[config.mk]
export PLATFORM = sky130hd
export DESIGN_NAME = ripple_carry_add_sub_flat
export DESIGN_NICKNAME = d
export VERILOG_FILES = /design/src/rtl/ripple_carry_add_sub_if.sv /design/src/rtl/ripple_carry_add_sub.sv /design/src/flat_wrapper.sv
export SDC_FILE = /design/constraint.sdc
export NUM_CORES = 1
export LEC_CHECK = 0
export CAP_MARGIN = 20
export CORE_MARGIN = 4
export CORE_UTILIZATION = 34
export CTS_BUF_LIST = sky130_fd_sc_hd__clkbuf_4 sky130_fd_sc_hd__clkbuf_8
export DETAILED_ROUTE_END_ITERATION = 7
export GPL_ROUTABILITY_DRIVEN = 0
export GPL_TIMING_DRIVEN = 1
export PLACE_DENSITY = 0.79
export SYNTH_ARGS = -nofsm -noshare
export SYNTH_HDL_FRONTEND = slang
export SYNTH_SLANG_ARGS = --single-unit
[constraint.sdc]
create_clock -name clk -period 15.5 [get_ports clk]
set_input_delay 1.55 -clock clk [delete_from_list [all_inputs] [get_ports clk]]
set_output_delay 1.55 -clock clk [all_outputs]
set_load 0.03 [all_outputs]
[src/rtl/ripple_carry_add_sub_if.sv]
// ripple_carry_add_sub_if: operand/result bundle for ripple_carry_add_sub (RCA_STICKY_OVF_EN adds ovf_clr/ovf_sticky)
interface ripple_carry_add_sub_if #(parameter int WIDTH = 32);
  logic Cin;
  logic [WIDTH-1:0] A;
  logic [WIDTH-1:0] B;
  logic [WIDTH-1:0] S;
  logic Cout;
  logic V;
  logic [WIDTH-1:0] S_q;
  logic [3:0] ZCNVFlags;
`ifdef RCA_STICKY_OVF_EN
  logic ovf_clr;
  logic ovf_sticky;
  modport master(output Cin, A, B, ovf_clr, input S, Cout, V, S_q, ZCNVFlags, ovf_sticky);
  modport slave(input Cin, A, B, ovf_clr, output S, Cout, V, S_q, ZCNVFlags, ovf_sticky);
`else
  modport master(output Cin, A, B, input S, Cout, V, S_q, ZCNVFlags);
  modport slave(input Cin, A, B, output S, Cout, V, S_q, ZCNVFlags);
`endif
endinterface

[src/rtl/ripple_carry_add_sub.sv]
// ripple_carry_add_sub: ripple-carry add/sub with registered sum and ZCNV flags (RCA_STICKY_OVF_EN adds sticky overflow)
module ripple_carry_add_sub #(
  parameter int WIDTH = 32
) (
  input logic clk,
  input logic rst,
  ripple_carry_add_sub_if.slave bus
);
  logic [WIDTH:0] c;
  logic [WIDTH-1:0] s;
  logic v;
  assign c[0] = bus.Cin;
  for (genvar i = 0; i < WIDTH; i++) begin : g_fa
    logic b;
    assign b = bus.B[i] ^ bus.Cin;
    assign s[i] = bus.A[i] ^ b ^ c[i];
    assign c[i+1] = (bus.A[i] & b) | (c[i] & (bus.A[i] ^ b));
  end
  assign v = c[WIDTH] ^ c[WIDTH-1];
  assign bus.S = s;
  assign bus.Cout = c[WIDTH];
  assign bus.V = v;
  // Capture sum and condition codes every cycle; C is inverted on subtract to read as borrow
  always_ff @(posedge clk or posedge rst) begin
    if (rst) begin
      bus.S_q <= '0;
      bus.ZCNVFlags <= 4'b0000;
    end else begin
      bus.S_q <= s;
      bus.ZCNVFlags <= {~|s, c[WIDTH] ^ bus.Cin, s[WIDTH-1], v};
    end
  end
`ifdef RCA_STICKY_OVF_EN
  // Sticky overflow: a new overflow on the same edge beats a clear
  always_ff @(posedge clk or posedge rst) begin
    if (rst) bus.ovf_sticky <= 1'b0;
    else bus.ovf_sticky <= v | (bus.ovf_sticky & ~bus.ovf_clr);
  end
`endif
endmodule

[src/flat_wrapper.sv]
// flat-port wrapper written by rule: the top's interface ports become plain ports
module ripple_carry_add_sub_flat 
#(
  parameter int WIDTH = 32
)
  (clk, rst, bus_Cin, bus_A, bus_B, bus_S, bus_Cout, bus_V, bus_S_q, bus_ZCNVFlags);
  ripple_carry_add_sub_if #(.WIDTH(WIDTH)) bus_i ();
  input logic clk;
  input logic rst;
  input wire logic [$bits(bus_i.Cin)-1:0] bus_Cin;
  input wire logic [$bits(bus_i.A)-1:0] bus_A;
  input wire logic [$bits(bus_i.B)-1:0] bus_B;
  output wire logic [$bits(bus_i.S)-1:0] bus_S;
  output wire logic [$bits(bus_i.Cout)-1:0] bus_Cout;
  output wire logic [$bits(bus_i.V)-1:0] bus_V;
  output wire logic [$bits(bus_i.S_q)-1:0] bus_S_q;
  output wire logic [$bits(bus_i.ZCNVFlags)-1:0] bus_ZCNVFlags;
  assign bus_i.Cin = bus_Cin;
  assign bus_i.A = bus_A;
  assign bus_i.B = bus_B;
  assign bus_S = bus_i.S;
  assign bus_Cout = bus_i.Cout;
  assign bus_V = bus_i.V;
  assign bus_S_q = bus_i.S_q;
  assign bus_ZCNVFlags = bus_i.ZCNVFlags;
  ripple_carry_add_sub #(.WIDTH(WIDTH)) u_core (.clk(clk), .rst(rst), .bus(bus_i));
endmodule
Word level (Yosys, flattened, before mapping)
Index checks and enable logic that the tools add are counted.
{"block": "word_totals", "wordCells": 198, "input_bits": 67, "regBits": 36}
{"block": "classes", "bitwise": 194, "n_reduce_logical": 2}
{"operator": "$xor A1 B1 Y1", "count": 98}
{"operator": "$and A1 B1 Y1", "count": 64}
{"operator": "$or A1 B1 Y1", "count": 32}
{"operator": "$reduce_or A32 Y1", "count": 1}
{"operator": "$logic_not A1 Y1", "count": 1}

Depth between registers and ports, before layout
{"block": "logic_depth", "depth_word": 67, "mapped_depth": 39}

Least setup slack after synthesis
Ideal clock, no wire load.
{"block": "synth_path", "kind": "in2out", "startpoint": "input port bus_Cin", "endpoint": "output port bus_V", "cell_stages": 37, "path_slack_ns": -0.513, "n_path_buf": 2, "arrival_time_ns": 14.463, "path_cell_list": "clkbuf_1 > buf_2 > xnor2_1 > fa_1 > fa_1 > fa_1 > fa_1 > fa_1 > fa_1 > fa_1 > fa_1 > fa_1 > fa_1 > fa_1 > fa_1 > fa_1 > fa_1 > fa_1 > fa_1 > fa_1 > fa_1 > fa_1 > fa_1 > fa_1 > fa_1 > fa_1 > fa_1 > fa_1 > fa_1 > fa_1 > inv_1 > fa_1 > inv_1 > fa_1 > fa_1 > fa_1 > xor2_1"}
{"block": "synth_via", "elab_chain_len": 67, "elab_cells_between_ends": 161}
{"item": "start, declared", "line_no": "flat_wrapper.sv:10", "text": "input wire logic [$bits(bus_i.Cin)-1:0] bus_Cin;"}
{"item": "$xor A1 B1 Y1", "line_no": "ripple_carry_add_sub.sv:15", "text": "assign b = bus.B[i] ^ bus.Cin;"}
{"item": "$xor A1 B1 Y1", "line_no": "ripple_carry_add_sub.sv:17", "text": "assign c[i+1] = (bus.A[i] & b) | (c[i] & (bus.A[i] ^ b));"}
{"item": "$and A1 B1 Y1", "line_no": "ripple_carry_add_sub.sv:17"}
{"item": "$or A1 B1 Y1", "line_no": "ripple_carry_add_sub.sv:17"}
{"item": "$and A1 B1 Y1", "line_no": "ripple_carry_add_sub.sv:17"}
{"item": "$or A1 B1 Y1", "line_no": "ripple_carry_add_sub.sv:17"}
{"item": "$and A1 B1 Y1", "line_no": "ripple_carry_add_sub.sv:17"}
{"item": "$or A1 B1 Y1", "line_no": "ripple_carry_add_sub.sv:17"}
{"item": "(+51 left out)"}
{"item": "$or A1 B1 Y1", "line_no": "ripple_carry_add_sub.sv:17"}
{"item": "$and A1 B1 Y1", "line_no": "ripple_carry_add_sub.sv:17"}
{"item": "$or A1 B1 Y1", "line_no": "ripple_carry_add_sub.sv:17"}
{"item": "$and A1 B1 Y1", "line_no": "ripple_carry_add_sub.sv:17"}
{"item": "$or A1 B1 Y1", "line_no": "ripple_carry_add_sub.sv:17"}
{"item": "$and A1 B1 Y1", "line_no": "ripple_carry_add_sub.sv:17"}
{"item": "$or A1 B1 Y1", "line_no": "ripple_carry_add_sub.sv:17"}
{"item": "$xor A1 B1 Y1 *", "line_no": "ripple_carry_add_sub.sv:19", "text": "assign v = c[WIDTH] ^ c[WIDTH-1];"}
{"item": "end, declared", "line_no": "flat_wrapper.sv:15", "text": "output wire logic [$bits(bus_i.V)-1:0] bus_V;"}
Mark *: on every way between the ends. The rest lies on a longest branch, timed or not.

Final worst setup path
{"block": "layout_path", "startpoint": "input port bus_B[1]", "endpoint": "output port bus_S[31]"}
{"block": "layout_via", "elab_chain_len": 63, "elab_cells_between_ends": 64}
{"item": "start, declared", "line_no": "flat_wrapper.sv:12", "text": "input wire logic [$bits(bus_i.B)-1:0] bus_B;"}
{"item": "$xor A1 B1 Y1 *", "line_no": "ripple_carry_add_sub.sv:15"}
{"item": "$xor A1 B1 Y1", "line_no": "ripple_carry_add_sub.sv:17"}
{"item": "$and A1 B1 Y1", "line_no": "ripple_carry_add_sub.sv:17"}
{"item": "$or A1 B1 Y1 *", "line_no": "ripple_carry_add_sub.sv:17"}
{"item": "$and A1 B1 Y1 *", "line_no": "ripple_carry_add_sub.sv:17"}
{"item": "$or A1 B1 Y1 *", "line_no": "ripple_carry_add_sub.sv:17"}
{"item": "$and A1 B1 Y1 *", "line_no": "ripple_carry_add_sub.sv:17"}
{"item": "$or A1 B1 Y1 *", "line_no": "ripple_carry_add_sub.sv:17"}
{"item": "(+47 left out)"}
{"item": "$or A1 B1 Y1 *", "line_no": "ripple_carry_add_sub.sv:17"}
{"item": "$and A1 B1 Y1 *", "line_no": "ripple_carry_add_sub.sv:17"}
{"item": "$or A1 B1 Y1 *", "line_no": "ripple_carry_add_sub.sv:17"}
{"item": "$and A1 B1 Y1 *", "line_no": "ripple_carry_add_sub.sv:17"}
{"item": "$or A1 B1 Y1 *", "line_no": "ripple_carry_add_sub.sv:17"}
{"item": "$and A1 B1 Y1 *", "line_no": "ripple_carry_add_sub.sv:17"}
{"item": "$or A1 B1 Y1 *", "line_no": "ripple_carry_add_sub.sv:17"}
{"item": "$xor A1 B1 Y1 *", "line_no": "ripple_carry_add_sub.sv:16", "text": "assign s[i] = bus.A[i] ^ b ^ c[i];"}
{"item": "end, declared", "line_no": "flat_wrapper.sv:13", "text": "output wire logic [$bits(bus_i.S)-1:0] bus_S;"}
Marked as above.

==> run_summary.xml <==
<?xml version="1.0" encoding="UTF-8"?>
<metrics>
  <group name="run_status">
    <metric name="outcome" unit="">finished, final reports clean</metric>
  </group>
  <group name="pwr">
    <metric name="vdd.ir_drop.worst" unit="uV">104.9</metric>
    <metric name="power_density_normalized_to_cell_area" unit="mW/mm^2">136.0</metric>
    <metric name="power_frac_clock" unit="">0.129</metric>
    <metric name="switching_part_of_the_total" unit="">0.4454</metric>
    <metric name="comb_power_share" unit="">0.629</metric>
    <metric name="total_switching_power" unit="mW">0.2280</metric>
    <metric name="seq_power_share" unit="">0.242</metric>
    <metric name="power.leakage" unit="nW">1.664</metric>
    <metric name="cellInternalPower" unit="mW">0.2840</metric>
  </group>
  <group name="synthesis">
    <metric name="synth_fa_ha_area_frac" unit="">0.2889</metric>
    <metric name="synth-compound-area-share" unit="">0</metric>
    <metric name="postSynthNetCount" unit="">279</metric>
    <metric name="postSynthAreaPerCell" unit="sq um">11.87</metric>
    <metric name="syn_area" unit="sq mm">0.002148</metric>
    <metric name="synth-simple-area-share" unit="">0.03611</metric>
    <metric name="synth_commonest_cells" unit="">64 x sky130_fd_sc_hd__inv_1, 35 x sky130_fd_sc_hd__dfrtp_1, 31 x sky130_fd_sc_hd__fa_1, 31 x sky130_fd_sc_hd__xnor2_1, 6 x sky130_fd_sc_hd__nand4_1</metric>
    <metric name="library_cells_used_by_synthesis" unit="">15</metric>
    <metric name="yosys-top-cells-area" unit="">sky130_fd_sc_hd__dfrtp_1 41%, sky130_fd_sc_hd__fa_1 29%, sky130_fd_sc_hd__xnor2_1 13%, sky130_fd_sc_hd__inv_1 11%, sky130_fd_sc_hd__nand4_1 1.7%</metric>
    <metric name="postSynthRegisterBits" unit="">35</metric>
    <metric name="yosysWarnings" unit="">0</metric>
    <metric name="post_synth_mux_area_share" unit="">0.004659</metric>
    <metric name="synth_ff_type" unit="">sky130_fd_sc_hd__dfrtp_1</metric>
    <metric name="asyncSetResetFlopFracSynth" unit="">1.000</metric>
    <metric name="yosys.cell_count.top_type" unit="">sky130_fd_sc_hd__inv_1</metric>
    <metric name="synth.top_cell.area_share" unit="">0.4077</metric>
    <metric name="synth_enable_flop_cells" unit="">0</metric>
    <metric name="synth_xor_area_frac" unit="">0.1386</metric>
    <metric name="synth_sequential_area_ratio" unit="">0.4077</metric>
    <metric name="postSynthCellCount" unit="">181</metric>
    <metric name="synth_top_cell_by_area" unit="">sky130_fd_sc_hd__dfrtp_1</metric>
    <metric name="synth_top_family_by_area" unit="">adder cells</metric>
  </group>
  <group name="floorplanning">
    <metric name="core_area" unit="sq mm">0.006026</metric>
    <metric name="pin_count" unit="">137</metric>
    <metric name="num_rows" unit="">28</metric>
    <metric name="initial_core_util" unit="">0.3565</metric>
    <metric name="dieHeight" unit="microns">87.49</metric>
    <metric name="floorplan.die_area" unit="sq mm">0.007655</metric>
    <metric name="fp.dieW" unit="microns">87.49</metric>
  </group>
  <group name="clock_tree">
    <metric name="h-tree-depth" unit="">2</metric>
    <metric name="max-clock-path-buffers" unit="">2</metric>
    <metric name="cts.sink_count" unit="">35</metric>
    <metric name="clkTransAtPathRegs" unit="ns">0.08</metric>
    <metric name="cts-buffers-inserted" unit="">5</metric>
    <metric name="clockRootBuffer" unit="">sky130_fd_sc_hd__clkbuf_8</metric>
    <metric name="cts_tree" unit="">built</metric>
    <metric name="cts_hold_repair.buffers" unit="">0</metric>
  </group>
  <group name="critical_path">
    <metric name="path_common_cell" unit="">sky130_fd_sc_hd__fa_2</metric>
    <metric name="critPathRequiredTime" unit="ns">13.95</metric>
    <metric name="worstPathArrival" unit="ns">13.59</metric>
    <metric name="timing.critical_path.to_type" unit="">output port</metric>
    <metric name="slowest_stage" unit="">sky130_fd_sc_hd__fa_2</metric>
    <metric name="max_stage_delay" unit="ns">0.54</metric>
    <metric name="worstPathMaxFanout" unit="">2</metric>
    <metric name="critical_path_class" unit="">in -&gt; out</metric>
    <metric name="setup.worst_path.start_class" unit="">input pin</metric>
  </group>
  <group name="sta">
    <metric name="achievable-frequency" unit="MHz">66.06</metric>
    <metric name="worstMarginPinSlew" unit="ns">0.4869</metric>
    <metric name="period_minus_slack" unit="ns">15.14</metric>
    <metric name="worst_slew_margin_relative_to_its_limit" unit="">0.6754</metric>
    <metric name="timing.final.max_slew_violations" unit="">0</metric>
    <metric name="finalHoldWorstSlack" unit="ns">1.671</metric>
    <metric name="grt_setup_unrepaired" unit="">false</metric>
    <metric name="report.final.setup_viol" unit="">0</metric>
    <metric name="finalHoldViolations" unit="">0</metric>
    <metric name="min_period_over_period" unit="">0.9767</metric>
  </group>
  <group name="layout">
    <metric name="area_delta_synth_final" unit="%">75.19</metric>
    <metric name="layout.filler_cells" unit="">508</metric>
    <metric name="final_core_utilization" unit="">0.6246</metric>
    <metric name="drive_gt1_frac" unit="">0.1442</metric>
    <metric name="num-nets-final" unit="">423</metric>
    <metric name="num_antenna_cells" unit="">0</metric>
  </group>
  <group name="routing">
    <metric name="wire_per_inst" unit="microns">15.67</metric>
    <metric name="drtAntennaViolNets" unit="">0</metric>
    <metric name="remaining_drc_errors" unit="">0</metric>
    <metric name="detailroute.via_count" unit="">1701</metric>
    <metric name="dr.pass1.iters" unit="">4</metric>
    <metric name="drt_wl_total" unit="microns">6285</metric>
    <metric name="drt_iter0_markers" unit="">46</metric>
    <metric name="detail_route.vias_per_cell" unit="">4.242</metric>
  </group>
  <group name="grt">
    <metric name="grt_antenna_before_repair" unit="">0</metric>
    <metric name="grt_max_degree" unit="">36</metric>
    <metric name="grt_pass1_vias" unit="">1865</metric>
    <metric name="first_pass_grt_wire_length" unit="microns">9625</metric>
    <metric name="grt_overflow_total" unit="">0</metric>
    <metric name="gr-usage-all-layers" unit="">0.1706</metric>
  </group>
  <group name="placed_design">
    <metric name="dp_hpwl" unit="microns">5326</metric>
    <metric name="port_buffers" unit="">136</metric>
  </group>
  <group name="min_path">
    <metric name="min_path_type" unit="">in -&gt; async</metric>
  </group>
  <group name="run">
    <metric name="cap_violations" unit="">0</metric>
  </group>
</metrics>
-- flip-flops by register name, summed over array words and instances, names as in the netlist --
signal	count
u_core.bus.ZCNVFlags	4
u_core.bus.S_q	31
-- layout make-up --
type                            instances  area (sq um)  share of cell area
Timing Repair Buffer                  142          1385              0.3680
Multi-Input combinational cell         77          1085              0.2882
Sequential cell                        35         875.8              0.2327
Inverter                               64         240.2             0.06383
Tap cell                               75         93.84             0.02493
Clock buffer                            5         68.82             0.01828
Clock inverter                          3         15.01            0.003989
-- repair_timing --
action / CTS / global route
resized for setup: 13 / 6
setup buffers: 1 / 0
setup endpoints to repair: 5 / 3
pin swaps: 2 / 0
-- cells by family after synthesis --
logic type               after synthesis
AND/OR/NAND/NOR                       11
flip-flops                            35
multiplexers                           1
XOR/XNOR                              34
adder cells (fa/ha/maj)               31
buffers and inverters                 69
-- worst max-delay path: cells and delay by family --
family / cells / cell delay [ns]
buf+inv: 5 / 0.75
xor+xnor: 1 / 0.17
fa+ha+maj: 31 / 11.11
-- layout by cell type (no fill, tap or decap) --
master and count:
sky130_fd_sc_hd__nand3_1 1, sky130_fd_sc_hd__fa_1 7, sky130_fd_sc_hd__clkbuf_8 5, sky130_fd_sc_hd__xor2_1 2, sky130_fd_sc_hd__mux2i_1 1, sky130_fd_sc_hd__nor4_2 1
sky130_fd_sc_hd__inv_1 64, sky130_fd_sc_hd__clkdlybuf4s50_1 128, sky130_fd_sc_hd__dlygate4sd2_1 1, sky130_fd_sc_hd__xnor2_1 31, sky130_fd_sc_hd__buf_2 1, sky130_fd_sc_hd__xor2_4 1
sky130_fd_sc_hd__or4_1 1, sky130_fd_sc_hd__clkinv_2 3, sky130_fd_sc_hd__nand4b_1 1, sky130_fd_sc_hd__fa_2 24, sky130_fd_sc_hd__buf_4 12, sky130_fd_sc_hd__or3_1 1
sky130_fd_sc_hd__nand4_1 6, sky130_fd_sc_hd__dfrtp_1 35
-- worst paths after layout --
path                       startpoint                  to  slack [ns]  cells past startpoint
setup / recovery             bus_B[1]           bus_S[31]        0.36                     37
hold / removal                    rst  u_core.bus.S_q[17]        1.67                      3
max in group asynchronous         rst   u_core.bus.S_q[6]       13.51                      3
min in group clk             bus_A[0]   u_core.bus.S_q[0]        1.67                      2
-- through the flow --
step | power [mW] | instance area, sq um | cells | setup TNS [ns] | setup slack, ns
global route | 0.5397 | 3764 | 401 | 0 | 0.04914
global placement | 0.4424 | 3628 | 392 | -1.322 | -0.4779
detailed placement | 0.4474 | 3628 | 392 | -2.030 | -0.6575
CTS | 0.5167 | 3749 | 401 | 0 | 0.04607
floorplan | 0.3024 | 2192 | 181 | 0 | 0.02906
finish | 0.5120 | 3764 | 401 | 0 | 0.3614
-- power groups by stage --
stage | clock (mW) | sequential, mW | combinational, mW
floorplan | 0 | 0.180 | 0.122
finish | 0.0658 | 0.124 | 0.322
global route | 0.0709 | 0.127 | 0.342
global placement | 0 | 0.125 | 0.318
detailed placement | 0 | 0.126 | 0.322
CTS | 0.0672 | 0.124 | 0.325
-- layer usage --
| metal | wire length, microns | vias up | GRT usage |
|---|---|---|---|
| met3 | 458 | 6 | 0.03500 |
| met2 | 3344 | 77 | 0.3082 |
| met1 | 2396 | 828 | 0.1998 |
| met4 | 86 | 0 | 0.05718 |
| li1 | - | 790 | - |
| met5 | 0 | - | 0 |
Note: power is estimated with default switching activity, not from simulation.
